**src/rtl/alu_pkg.sv**
```systemverilog
// Shared definitions for the ALU issuer: ALU opcodes, request ops,
// status bit positions and issuer FSM states.
package alu_pkg;

  localparam logic [1:0] ALU_ADD  = 2'b00;
  localparam logic [1:0] ALU_SUB  = 2'b01;
  localparam logic [1:0] ALU_AND  = 2'b10;
  localparam logic [1:0] ALU_NOTB = 2'b11;

  localparam int ST_Z = 2;
  localparam int ST_V = 1;
  localparam int ST_N = 0;

  typedef enum logic [2:0] {
    OP_ADD  = 3'd0,
    OP_SUB  = 3'd1,
    OP_AND  = 3'd2,
    OP_MVN  = 3'd3,
    OP_CMP  = 3'd4,
    OP_MOV  = 3'd5,
    OP_RSV6 = 3'd6,
    OP_RSV7 = 3'd7
  } req_op_e;

  typedef enum logic [1:0] {
    S_IDLE = 2'd0,
    S_EXEC = 2'd1,
    S_RESP = 2'd2
  } iss_state_e;

  // MOV rides the adder with Ain forced to zero; reserved ops idle on ADD.
  function automatic logic [1:0] op_to_aluop(req_op_e op);
    logic [1:0] r;
    r = ALU_ADD;
    unique case (1'b1)
      (op == OP_SUB),
      (op == OP_CMP): r = ALU_SUB;
      (op == OP_AND): r = ALU_AND;
      (op == OP_MVN): r = ALU_NOTB;
      default:        r = ALU_ADD;
    endcase
    return r;
  endfunction

endpackage

```
**src/rtl/bin_shifter.sv**
```systemverilog
// Combinational one-bit pre-shifter for ALU operand B.
// Codes: 00 none, 01 LSL1, 10 LSR1, 11 ASR1.
module bin_shifter #(
  parameter int WIDTH = 16
) (
  input  logic [WIDTH-1:0] i_b,
  input  logic [1:0]       i_shift,
  output logic [WIDTH-1:0] o_b
);

  always_comb begin
    o_b = i_b;
    unique case (i_shift)
      2'b01:   o_b = {i_b[WIDTH-2:0], 1'b0};
      2'b10:   o_b = {1'b0, i_b[WIDTH-1:1]};
      2'b11:   o_b = {i_b[WIDTH-1], i_b[WIDTH-1:1]};
      default: o_b = i_b;
    endcase
  end

endmodule

```
**src/rtl/alu_issue_seq.sv**
```systemverilog
// Request/response issuer in front of the combinational ALU; owns status_q.
// Optional B pre-shift enabled by defining ALU_ISSUE_SHIFT_EN.
module alu_issue_seq
  import alu_pkg::*;
#(
  parameter int WIDTH         = 16,
  parameter bit STATUS_ON_ALL = 1'b0
) (
  input  logic             clk,
  input  logic             reset,
  input  logic             req_valid,
  output logic             req_ready,
  input  logic [2:0]       req_op,
  input  logic [WIDTH-1:0] req_a,
  input  logic [WIDTH-1:0] req_b,
  input  logic [1:0]       req_shift,
  output logic [WIDTH-1:0] alu_ain,
  output logic [WIDTH-1:0] alu_bin,
  output logic [1:0]       alu_op,
  input  logic [WIDTH-1:0] alu_out,
  input  logic [2:0]       alu_status,
  output logic             rsp_valid,
  input  logic             rsp_ready,
  output logic [WIDTH-1:0] rsp_data,
  output logic             rsp_wr,
  output logic             rsp_err,
  output logic [2:0]       status_q,
  output logic             cond_eq,
  output logic             cond_ne,
  output logic             cond_lt,
  output logic             cond_le
);

  iss_state_e       r_state;
  iss_state_e       w_next;
  req_op_e          r_op;
  logic [WIDTH-1:0] r_a;
  logic [WIDTH-1:0] r_b;
  logic [1:0]       r_aluop;
  logic [WIDTH-1:0] r_data;
  logic             r_wr;
  logic             r_err;
  logic [2:0]       r_status;
  logic [WIDTH-1:0] w_bin;
  logic             w_accept;
  logic             w_rsv;
  logic             w_cmp;
  logic             w_upd;
  logic             w_lt;

  assign w_accept = (r_state == S_IDLE) && req_valid;
  assign w_rsv    = (r_op == OP_RSV6) || (r_op == OP_RSV7);
  assign w_cmp    = (r_op == OP_CMP);
  assign w_upd    = !w_rsv && (STATUS_ON_ALL || w_cmp);

  always_ff @(posedge clk or posedge reset) begin
    if (reset) r_state <= S_IDLE;
    else       r_state <= w_next;
  end

  always_comb begin
    w_next = r_state;
    unique case (r_state)
      S_IDLE:  if (req_valid) w_next = S_EXEC;
      S_EXEC:  w_next = S_RESP;
      S_RESP:  if (rsp_ready) w_next = S_IDLE;
      default: w_next = S_IDLE;
    endcase
  end

  // Operand capture: only IDLE looks at req_*.
  always_ff @(posedge clk or posedge reset) begin
    if (reset) begin
      r_op    <= OP_ADD;
      r_a     <= '0;
      r_b     <= '0;
      r_aluop <= ALU_ADD;
    end else if (w_accept) begin
      r_op    <= req_op_e'(req_op);
      r_a     <= req_a;
      r_b     <= req_b;
      r_aluop <= op_to_aluop(req_op_e'(req_op));
    end
  end

  always_ff @(posedge clk or posedge reset) begin
    if (reset) begin
      r_data   <= '0;
      r_wr     <= 1'b0;
      r_err    <= 1'b0;
      r_status <= 3'b000;
    end else if (r_state == S_EXEC) begin
      r_data <= w_rsv ? '0 : alu_out;
      r_wr   <= !(w_rsv || w_cmp);
      r_err  <= w_rsv;
      if (w_upd) r_status <= alu_status;
    end
  end

`ifdef ALU_ISSUE_SHIFT_EN
  logic [1:0] r_shift;

  always_ff @(posedge clk or posedge reset) begin
    if (reset)         r_shift <= 2'b00;
    else if (w_accept) r_shift <= req_shift;
  end

  bin_shifter #(
    .WIDTH (WIDTH)
  ) u_bin_shifter (
    .i_b     (r_b),
    .i_shift (r_shift),
    .o_b     (w_bin)
  );
`else
  logic w_unused_shift;

  assign w_unused_shift = ^req_shift;
  assign w_bin          = r_b;
`endif

  assign req_ready = (r_state == S_IDLE);
  assign rsp_valid = (r_state == S_RESP);
  assign alu_ain   = (r_op == OP_MOV) ? '0 : r_a;
  assign alu_bin   = w_bin;
  assign alu_op    = r_aluop;
  assign rsp_data  = r_data;
  assign rsp_wr    = r_wr;
  assign rsp_err   = r_err;
  assign status_q  = r_status;

  assign w_lt    = r_status[ST_N] ^ r_status[ST_V];
  assign cond_eq = r_status[ST_Z];
  assign cond_ne = !r_status[ST_Z];
  assign cond_lt = w_lt;
  assign cond_le = r_status[ST_Z] | w_lt;

endmodule

```
**config.mk**
```make
export PLATFORM = sky130hd
export DESIGN_NAME = alu_issue_seq
export DESIGN_NICKNAME = d
export VERILOG_FILES = /design/src/rtl/alu_pkg.sv /design/src/rtl/bin_shifter.sv /design/src/rtl/alu_issue_seq.sv
export SDC_FILE = /design/constraint.sdc
export NUM_CORES = 1
export LEC_CHECK = 0
export BUFFER_PORTS_ARGS = -buffer_cell sky130_fd_sc_hd__buf_2
export CORE_MARGIN = 1.5
export CORE_UTILIZATION = 48
export DETAILED_ROUTE_END_ITERATION = 8
export HOLD_SLACK_MARGIN = 0.06
export PLACE_DENSITY = 0.89
export SYNTH_ARGS = -nofsm -noshare
export SYNTH_HDL_FRONTEND = slang
export SYNTH_SLANG_ARGS = --single-unit
```
**constraint.sdc**
```tcl
create_clock -name clk -period 3.33 [get_ports clk]
set_clock_uncertainty 0.1 [all_clocks]
set_input_delay 0.333 -clock clk [delete_from_list [all_inputs] [get_ports clk]]
set_output_delay 0.333 -clock clk [all_outputs]
set_load 0.02 [all_outputs]
```
Word level (Yosys, flattened, before mapping)
Cells that the tools add are included.
Storage, ports and cells
  flip-flop bits (word level): 60
  logic and storage cells: 40
Operators by class
  equality and inequality tests: 12
  muxes and demuxes: 6
  bitwise logic cells: 2
  reductions and logical operators: 11
Operators by type and width (number)
  16-bit 2-to-1 mux: 2
  3-bit equality test, second input constant: 5
  2-bit case mux with 3 select lines: 2
  3-bit by 2-bit equality test with 1-bit output, second input constant: 2
  2-bit 2-to-1 mux: 2
  2-bit AND reduction: 2
  3-bit by 1-bit equality test with 1-bit output, second input constant: 1
  1-bit zero test: 3
  2-bit by 1-bit equality test with 1-bit output, second input constant: 1
  2-bit equality test, second input constant: 1
  1-bit logical AND: 2
  2-bit zero test: 1
  1-bit logical OR: 2
  2-bit by 1-bit != test with 1-bit output, second input constant: 1
  2-bit != test, second input constant: 1
  2-bit OR reduction: 1
  1-bit OR: 1
  1-bit bitwise XOR: 1

Logic depth before layout (Yosys ltp)
Gate-level depths: netlist of the first run.
  depth after elaboration: 5
  depth in mapped cells: 4
  depth with buffers taken out: 3

Worst setup path before layout of the first run
No wires, ideal clock.
  path kind: register to output
  start point: reg r_status[0] (netlist: status_q[0])
  end point: out cond_le
  data arrival time: 1.160 ns
  path slack: 1.737 ns
  cell stages (with the launch flop): 3
  path through: dfrtp_1 -> xor2_1 -> nand2b_1
On the way
  cells in the longest elaborated chain, start to end: 2
Ends and longest elaborated chain
  from (decl): line alu_issue_seq.sv:43  | logic [2:0] r_status;
  from (signal assigned): line alu_issue_seq.sv:96  | if (w_upd) r_status <= alu_status;
  1-bit bitwise XOR: line alu_issue_seq.sv:132  | assign w_lt = r_status[ST_N] ^ r_status[ST_V];
  named net cond_lt: line alu_issue_seq.sv:30  | output logic cond_lt,
  1-bit OR: line alu_issue_seq.sv:136  | assign cond_le = r_status[ST_Z] | w_lt;
  to (decl): line alu_issue_seq.sv:31  | output logic cond_le
The timed path passes the listed nets, and every way through them passes these cells.

Final worst setup path of the first run
  start point: reg r_op[1]
  end point: out alu_ain[13]
On the way
  cells in the longest elaborated chain, start to end: 2
Ends and longest elaborated chain
  from (decl): line alu_issue_seq.sv:36  | req_op_e r_op;
  from (signal assigned): line alu_issue_seq.sv:79  | r_op <= req_op_e'(req_op);
  3-bit equality test: line alu_issue_seq.sv:124  | assign alu_ain = (r_op == OP_MOV) ? '0 : r_a;
  16-bit 2-to-1 mux: line alu_issue_seq.sv:124
  to (decl): line alu_issue_seq.sv:17  | output logic [WIDTH-1:0] alu_ain,
No other way between the ends.

==> results of run 1 <==
layout make-up:
| class | count | area, um^2 | share of cell area [%] |
|---|---|---|---|
| Sequential cell | 60 | 1500 | 46.2 |
| Multi-Input combinational cell | 90 | 830 | 25.5 |
| Timing Repair Buffer | 121 | 616 | 19.0 |
| Clock buffer | 9 | 124 | 3.81 |
| Tap cell | 67 | 83.8 | 2.58 |
| Clock inverter | 7 | 75.1 | 2.31 |
| Inverter | 5 | 18.8 | 0.578 |
layout by cell type, fill, tap and decap left out:
cell,count
buf_2,118
dfrtp_1,60
mux2_2,35
a22o_1,16
and2_1,16
clkbuf_8,9
inv_1,4
mux2_1,3
nor2_1,3
a21oi_1,3
nand2b_1,3
clkinvlp_4,3
nand3b_1,2
o21ai_0,2
inv_6,2
buf_4,2
nor3b_4,1
nand2b_4,1
nor4b_4,1
a21oi_2,1
mux2i_1,1
xor2_1,1
inv_2,1
a21o_1,1
clkinv_2,1
bufinv_16,1
dlygate4sd3_1,1
worst register-to-register path: stages, from the launching register on:
cell and delay, ns:
dfrtp_1 0.43, nand2b_4 0.29, a21oi_2 0.63, a22o_1 0.25
synth_stat cells:
library cell	instances
a21o_1	1
a21oi_1	3
a21oi_2	1
a22o_1	16
and2_1	16
buf_2	2
buf_4	4
clkbuf_1	3
dfrtp_1	60
inv_1	5
mux2_1	3
mux2_2	35
mux2i_1	1
nand2b_1	3
nand2b_4	1
nand3b_1	2
nor2_1	3
nor3b_2	1
nor4b_4	1
o21ai_0	2
xor2_1	1
metrics by stage:
stage               power (uW)  area, um^2  hold WS (ns)  worst slack, ns
floorplan                 2440        2390         0.341             1.41
global placement          2910        3040         0.275             1.54
detailed placement        2980        3040         0.275             1.49
CTS                       3640        3250        0.0985             1.12
global route              3810        3250         0.109             1.07
finish                    3600        3250         0.113             1.19
power groups by stage:
stage | logic [uW] | clock network (uW) | registers, uW
finish | 1670 | 649 | 1290
global route | 1790 | 690 | 1330
CTS | 1690 | 664 | 1290
detailed placement | 1680 | 0 | 1300
global placement | 1640 | 0 | 1270
floorplan | 888 | 0 | 1550
repair_timing:
item,4_1_cts,5_1_grt
hold endpoints to repair,22,0
hold buffers,1,0
buffers inserted,0,0
worst max path at each step:
stage,end,start,slack [ns],cells past startpoint
floorplan,alu_bin[0],reset,1.41,1
global placement,alu_ain[1],r_op[1],1.54,3
detailed placement,alu_ain[13],r_op[1],1.49,3
CTS,alu_ain[13],r_op[1],1.12,3
global route,alu_ain[13],r_op[1],1.07,3
finish,alu_ain[13],r_op[1],1.19,3
sequential cells by signal, indices dropped and copies added (netlist names):
register	count
alu_bin	16
alu_op	2
r_a	16
r_op	3
r_state	2
rsp_data	16
rsp_err	1
rsp_wr	1
status_q	3
cells by family (layout without fill, tap and decap cells):
logic type | Yosys count | in the layout | share of synthesized area [%]
AOI/OAI and AO/OA | 23 | 23 | 7.58
and+or+nand+nor | 27 | 27 | 8.15
buffers and inverters | 14 | 142 | 2.93
xor gates and xnor gates | 1 | 1 | 0.366
DFF | 60 | 60 | 62.7
muxes | 39 | 39 | 18.3
per-layer routing:
metal / GRT usage [%] / share of wire (%) / up-vias
met4: 9.88 / 2.1 / 0
met3: 3.02 / 3.8 / 9
met1: 22.2 / 41 / 851
met5: 0 / 0 / -
li1: - / - / 817
met2: 33.0 / 53 / 63
==> flow_summary.json, run 1 <==
{
  "status": "finished clean",
  "dieHeight_um": 73.6,
  "utilization_pct": 68.3,
  "ys_types": 21,
  "clk_latency_ns": 0.32,
  "grt_max_degree": 41,
  "pwr-share-seq_pct": 35.7,
  "initial_core_util_pct": 50.4,
  "yosysTopAreaCell": "dfrtp_1",
  "synthCells": 164,
  "regToRegEndpoint": "rsp_data[1]",
  "p_clk_share_pct": 18.0,
  "rsz0062_at_grt": "no",
  "clk_path_buf_depth": 2,
  "cts_root_buf": "clkbuf_8",
  "ys_warn_count": 0,
  "cap_violations": 0,
  "wire_per_inst_um": 13.8,
  "swShare_pct": 40.5,
  "cp-start-kind": "register",
  "final_nets": 347,
  "fp-row-count": 25,
  "comb_power_share_pct": 46.3,
  "clock.fmax_mhz": 467,
  "antenna_found_initial": 0,
  "path_clk_slew_ns": 0.08,
  "drt-initial-drc-count": 68,
  "area_growth_pct": 35.6,
  "dpl.hpwl_um": 3550,
  "regToRegSetupSlack_ns": 1.57,
  "track_usage_pct": 18.9,
  "drc": 0,
  "cts_resized": 0,
  "dr.pass1.iters": 4,
  "core_um2": 4750,
  "dp_cells": 342,
  "cts.sinks": 60,
  "p_per_area_nw_per_um2": 1110,
  "layout-drive-gt1-share_pct": 60.3,
  "worst-path-max-fanout": 16,
  "cts_buffers": 9,
  "cp_slowest_cell": "nand3b_1",
  "cp.required_ns": 2.90,
  "num_vias": 1740,
  "fin_crit_ns": 2.14,
  "grt_pass1_wl_um": 7680,
  "reg2reg_depth": 3,
  "synth_nets": 224,
  "critPathKind": "reg2out",
  "power_switching_uw": 1460,
  "leakagePower_uw": 0.00164,
  "fin_crit_sh_pct": 64.4,
  "tightest_slew_ns": 0.771,
  "crit_chain": "nand3b_1, and2_1, buf_2",
  "slowest_delay_ns": 0.46,
  "grt-ovfl-total": 0,
  "slew_violations": 0,
  "min_from": "alu_out[8]",
  "holdPathStages": 2,
  "cp.buffers_inverters": 1,
  "avgViaCountPerCell": 4.85,
  "ys_ff_latch": 60,
  "cp-end-kind": "output pin",
  "synth_top_area_share_pct": 62.7,
  "grt_pass1_vias": 1682,
  "nFillCells": 381,
  "die_area_um2": 5420,
  "finalHoldViolations": 0,
  "antennaDiodeCount": 0,
  "dieWidth_um": 73.6,
  "synthTopCellsByArea": "dfrtp_1, mux2_2, a22o_1",
  "h-tree-depth": 3,
  "worst_ep_arrival_time_ns": 1.71,
  "port_buffers": 118,
  "gp_congestion": 0.705,
  "ir_worst_vdd_mv": 0.583,
  "wl_um": 4950,
  "cts_tree": "done",
  "final-instance-count-excl-fill": 359,
  "pin_count": 121,
  "cp_top_family": "simple AND/OR/NAND/NOR gates",
  "p_int_uw": 2140,
  "rr_startpoint": "r_state[1]",
  "synth_area_per_cell_um2": 14.6,
  "synth_area_um2": 2390,
  "relSlewSlack_pct": 48.6,
  "postRouteAntennaNets": 0,
  "setup_violations": 0,
  "finalSetupTns_ns": 0,
  "whs_endpoint": "rsp_data[8]",
  "ys_seq_area_share_pct": 62.7,
  "holdCritPathClass": "in2reg"
}
(Power assumes the default switching activity.)
==> run 2, diff against run 1 <==
- CORE_UTILIZATION: 48 -> 45
- PLACE_DENSITY: 0.89 -> 0.84
- clock period: 3.33 -> 2.1 ns (I/O delays scaled with it)
==> flow_summary.json, run 2 (synthesized netlist as in run 1, its figures left out) <==
{
  "cts_tree": "done",
  "p_per_area_nw_per_um2": 1540,
  "pin_count": 121,
  "grt-ovfl-total": 0,
  "post-place-ws_ns": 0.341,
  "grt_pass1_wl_um": 9630,
  "rsz0062_at_grt": "no",
  "setup_violations": 0,
  "drc": 0,
  "final_common_cell": "buf_2",
  "finalSetupTns_ns": 0,
  "cts.sinks": 60,
  "postRouteAntennaNets": 0,
  "cp.required_ns": 1.79,
  "antennaDiodeCount": 0,
  "dr.pass1.iters": 4,
  "cp-end-kind": "output pin",
  "track_usage_pct": 21.5,
  "num_vias": 1974,
  "layout_common_cells": "buf_2, dfrtp_1, dlygate4sd3_1",
  "clk_path_buf_depth": 2,
  "avgViaCountPerCell": 4.70,
  "cts_root_buf": "clkbuf_8",
  "fin_crit_sh_pct": 85.1,
  "path_clk_slew_ns": 0.06,
  "final-instance-count-excl-fill": 420,
  "cts_buffers": 9,
  "clk_latency_ns": 0.33,
  "rr_startpoint": "r_state[1]",
  "dpl.hpwl_um": 3400,
  "grt_pass1_vias": 2061,
  "cp-start-kind": "register",
  "drt-initial-drc-count": 54,
  "holdCritPathClass": "in2reg",
  "fin_crit_ns": 1.79,
  "h-tree-depth": 3,
  "clock.fmax_mhz": 560,
  "critPathKind": "reg2out",
  "worst-path-max-fanout": 16,
  "layout-drive-gt1-share_pct": 50.9,
  "core_um2": 5110,
  "antenna_found_initial": 0,
  "min_from": "req_valid",
  "status": "finished clean",
  "fp-row-count": 26,
  "grt_max_degree": 37,
  "final_nets": 405,
  "dp_cells": 347,
  "initial_core_util_pct": 46.9,
  "wire_per_inst_um": 14.0,
  "tightest_slew_ns": 0.542,
  "area_growth_pct": 61.0,
  "leakagePower_uw": 0.00191,
  "port_buffers": 118,
  "fin_ws_ns": 0.313,
  "gp_congestion": 0.705,
  "wl_um": 5870,
  "cap_violations": 0,
  "slew_violations": 0,
  "relSlewSlack_pct": 63.8,
  "worst_ep_arrival_time_ns": 1.48,
  "ir_worst_vdd_mv": 1.00,
  "dieHeight_um": 76.0,
  "dieWidth_um": 76.0,
  "crit_start": "r_op[1]",
  "die_area_um2": 5770,
  "finalHoldViolations": 0
}
==> run 2: cell types whose count changed in the layout (fill, tap and decap cells not counted), moves of 2 or more <==
cell,delta
buf_4,+2
clkinv_2,+2
clkinvlp_4,-3
dlygate4sd3_1,+55
inv_6,-2
==> run 2: power breakdown <==
part | internal (uW) | switching (uW) | total (uW)
registers | 1720 | 330 | 2050
clock network | 695 | 430 | 1120
logic | 1220 | 1540 | 2760
total | 3630 | 2300 | 5940
==> run 2: layer usage <==
metal  part of all wire, %  track usage [%]  vias up
met4                   2.2             11.5        0
li1                      -                -      940
met1                    42             24.5      944
met5                     0                0        -
met2                    51             37.8       76
met3                   5.1             4.70       14
==> run 2: critical path, cell delays in order (launching register included) <==
cell and delay [ns]:
dfrtp_1 0.45, nand3b_1 0.18, buf_4 0.19, and2_1 0.17, buf_2 0.15
==> run 2: layout make-up <==
cell class	instances	area, um^2
timing repair buffer	179	1200
clock buffer	11	141
tap	70	87.6
inverter	5	18.8
sequential	60	1500
clock inverter	5	75.1
fill	335	1250
multi-input combinational	90	830
==> run 2: final timing paths <==
check	to	slack, ns	depth (start not counted)
min in group asynchronous	alu_bin[8]	0.36	3
hold reg to reg	r_a[11]	0.38	1
setup / recovery	alu_ain[0]	0.31	4
setup reg to reg	status_q[2]	0.42	3
max in group asynchronous	r_a[15]	0.97	4
hold / removal	r_state[0]	0.26	3
==> run 2: through the flow <==
step                util [%]  hold WS (ns)  cell area [um^2]  total power (uW)
CTS                     75.5         0.246              3850              5970
floorplan                  -         0.218              2390              3870
finish                  75.5         0.263              3850              5940
global route            75.5         0.273              3850              6270
global placement        60.1         0.184              3070              4650
detailed placement      60.1         0.188              3070              4730
==> run 2: repair_timing <==
item | 4_1_cts | 5_1_grt
endpoints found under the hold margin | 80 | 0
hold buffers | 56 | 0
setup buffers | 1 | 0
resized for setup | 0 | 0
setup endpoints to repair | 16 | 0
==> run 3, diff against run 2 <==
- CORE_UTILIZATION: 45 -> 48
- PLACE_DENSITY: 0.84 -> 0.89
- clock period: 2.1 -> 2.17 ns (I/O delays scaled with it)
==> flow_summary.json, run 3 (synthesized netlist as in run 1, its figures left out) <==
{
  "h-tree-depth": 3,
  "cts_tree": "done",
  "p_int_uw": 3400,
  "fp-row-count": 25,
  "finalHoldViolations": 0,
  "worst_ep_arrival_time_ns": 1.74,
  "status": "finished clean",
  "port_buffers": 118,
  "track_usage_pct": 24.9,
  "dieWidth_um": 73.6,
  "clk_path_buf_depth": 2,
  "relSlewSlack_pct": 64.3,
  "power_uw": 5700,
  "slowest_delay_ns": 0.48,
  "finalSetupTns_ns": 0,
  "slew_violations": 0,
  "ir_worst_vdd_mv": 0.901,
  "cts_resized": 0,
  "dr.pass1.iters": 4,
  "utilization_pct": 80.2,
  "grt_pass1_vias": 2116,
  "cts_buffers": 9,
  "grt-ovfl-total": 0,
  "die_area_um2": 5420,
  "cts.sinks": 60,
  "fin_crit_sh_pct": 94.9,
  "worst-path-max-fanout": 16,
  "core_um2": 4750,
  "grt_max_degree": 41,
  "rsz0062_at_grt": "no",
  "path_clk_slew_ns": 0.07,
  "swShare_pct": 40.3,
  "crit_chain": "nand3b_1, and2_1, buf_2",
  "wl_um": 6440,
  "initial_core_util_pct": 50.4,
  "comb_power_share_pct": 47.5,
  "cp_slowest_cell": "nand3b_1",
  "dieHeight_um": 73.6,
  "cap_violations": 0,
  "cp.required_ns": 1.85,
  "final_common_cell": "buf_2",
  "final-instance-count-excl-fill": 413,
  "pin_count": 121,
  "antennaDiodeCount": 0,
  "fin_ws_ns": 0.111,
  "power_switching_uw": 2300,
  "drc": 0,
  "leakagePower_uw": 0.00188,
  "dp_cells": 343,
  "area_growth_pct": 59.2,
  "wire_per_inst_um": 15.6,
  "critPathKind": "reg2out",
  "drt-initial-drc-count": 91,
  "nFillCells": 311,
  "cp-end-kind": "output pin",
  "cp.buffers_inverters": 1,
  "setup_violations": 0,
  "layout_common_cells": "buf_2, dfrtp_1, dlygate4sd3_1",
  "holdCritPathClass": "in2reg",
  "layout-drive-gt1-share_pct": 51.2,
  "final_nets": 401,
  "dpl.hpwl_um": 3590,
  "p_per_area_nw_per_um2": 1500,
  "tightest_slew_ns": 0.535,
  "postRouteAntennaNets": 0,
  "post-place-ws_ns": 0.481,
  "cp-start-kind": "register",
  "p_clk_share_pct": 17.4,
  "clk_latency_ns": 0.32,
  "cp_top_family": "simple AND/OR/NAND/NOR gates",
  "gp_congestion": 0.708,
  "fin_crit_ns": 2.06,
  "grt_pass1_wl_um": 9890,
  "pwr-share-seq_pct": 35.1,
  "antenna_found_initial": 0,
  "num_vias": 2033,
  "clock.fmax_mhz": 486,
  "avgViaCountPerCell": 4.92,
  "cts_root_buf": "clkbuf_8"
}
[run 3: layer usage]
layer  routed length [um]  GRT usage (%)  share of wire [%]  up-vias
met2                 3680           47.2                 57       84
li1                     -              -                  -      927
met5                    0              0                  0        -
met3                  238           4.39                3.7       16
met4                  180           11.3                2.8        0
met1                 2340           26.3                 36     1006
[run 3: per-stage QoR]
step,hold slack [ns],instance area [um^2]
5_1_grt,0.0611,3810
3_5_place_dp,0.192,3070
3_3_place_gp,0.187,3070
4_1_cts,0.0603,3800
2_1_floorplan,0.225,2390
6_report,0.0706,3810
[run 3: final timing paths]
kind	start	endpoint	slack [ns]	depth (start not counted)
max in group asynchronous	reset	alu_op[1]	1.00	4
min in group asynchronous	reset	alu_bin[12]	0.40	3
worst min-delay path	req_op[2]	r_op[2]	0.07	2
worst min register to register	r_a[12]	r_a[12]	0.38	1
worst max-delay path	r_op[1]	alu_ain[14]	0.11	3
worst max register to register	r_state[1]	status_q[2]	0.47	3
[run 3: worst register-to-register path: cells and delay by family (launching register included)]
family | cells | cell delay (ns)
mux | 1 | 0.37
simple gates | 2 | 0.68
flops | 1 | 0.44
[run 3: cell type report]
| class | instances | area [um^2] | area share (%) |
|---|---|---|---|
| Multi-Input combinational cell | 90 | 830 | 21.8 |
| Tap cell | 67 | 83.8 | 2.20 |
| Timing Repair Buffer | 175 | 1180 | 30.9 |
| Clock inverter | 6 | 63.8 | 1.67 |
| Clock buffer | 10 | 138 | 3.61 |
| Sequential cell | 60 | 1500 | 39.4 |
| Inverter | 5 | 18.8 | 0.492 |
[run 3: power groups by stage]
stage	Clock [uW]	Combinational [uW]	Sequential [uW]
after detailed placement	0	2610	1990
after global routing	1060	2890	2060
after floorplan	0	1360	2380
final	992	2710	2000
after CTS	1010	2690	1980
after global placement	0	2550	1950
[run 3: what timing repair did]
| action | 4_1_cts | 5_1_grt |
|---|---|---|
| hold endpoints to repair | 75 | 1 |
| setup buffers | 0 | 0 |
| endpoints found under the setup margin | 0 | 0 |
| hold buffers | 53 | 1 |
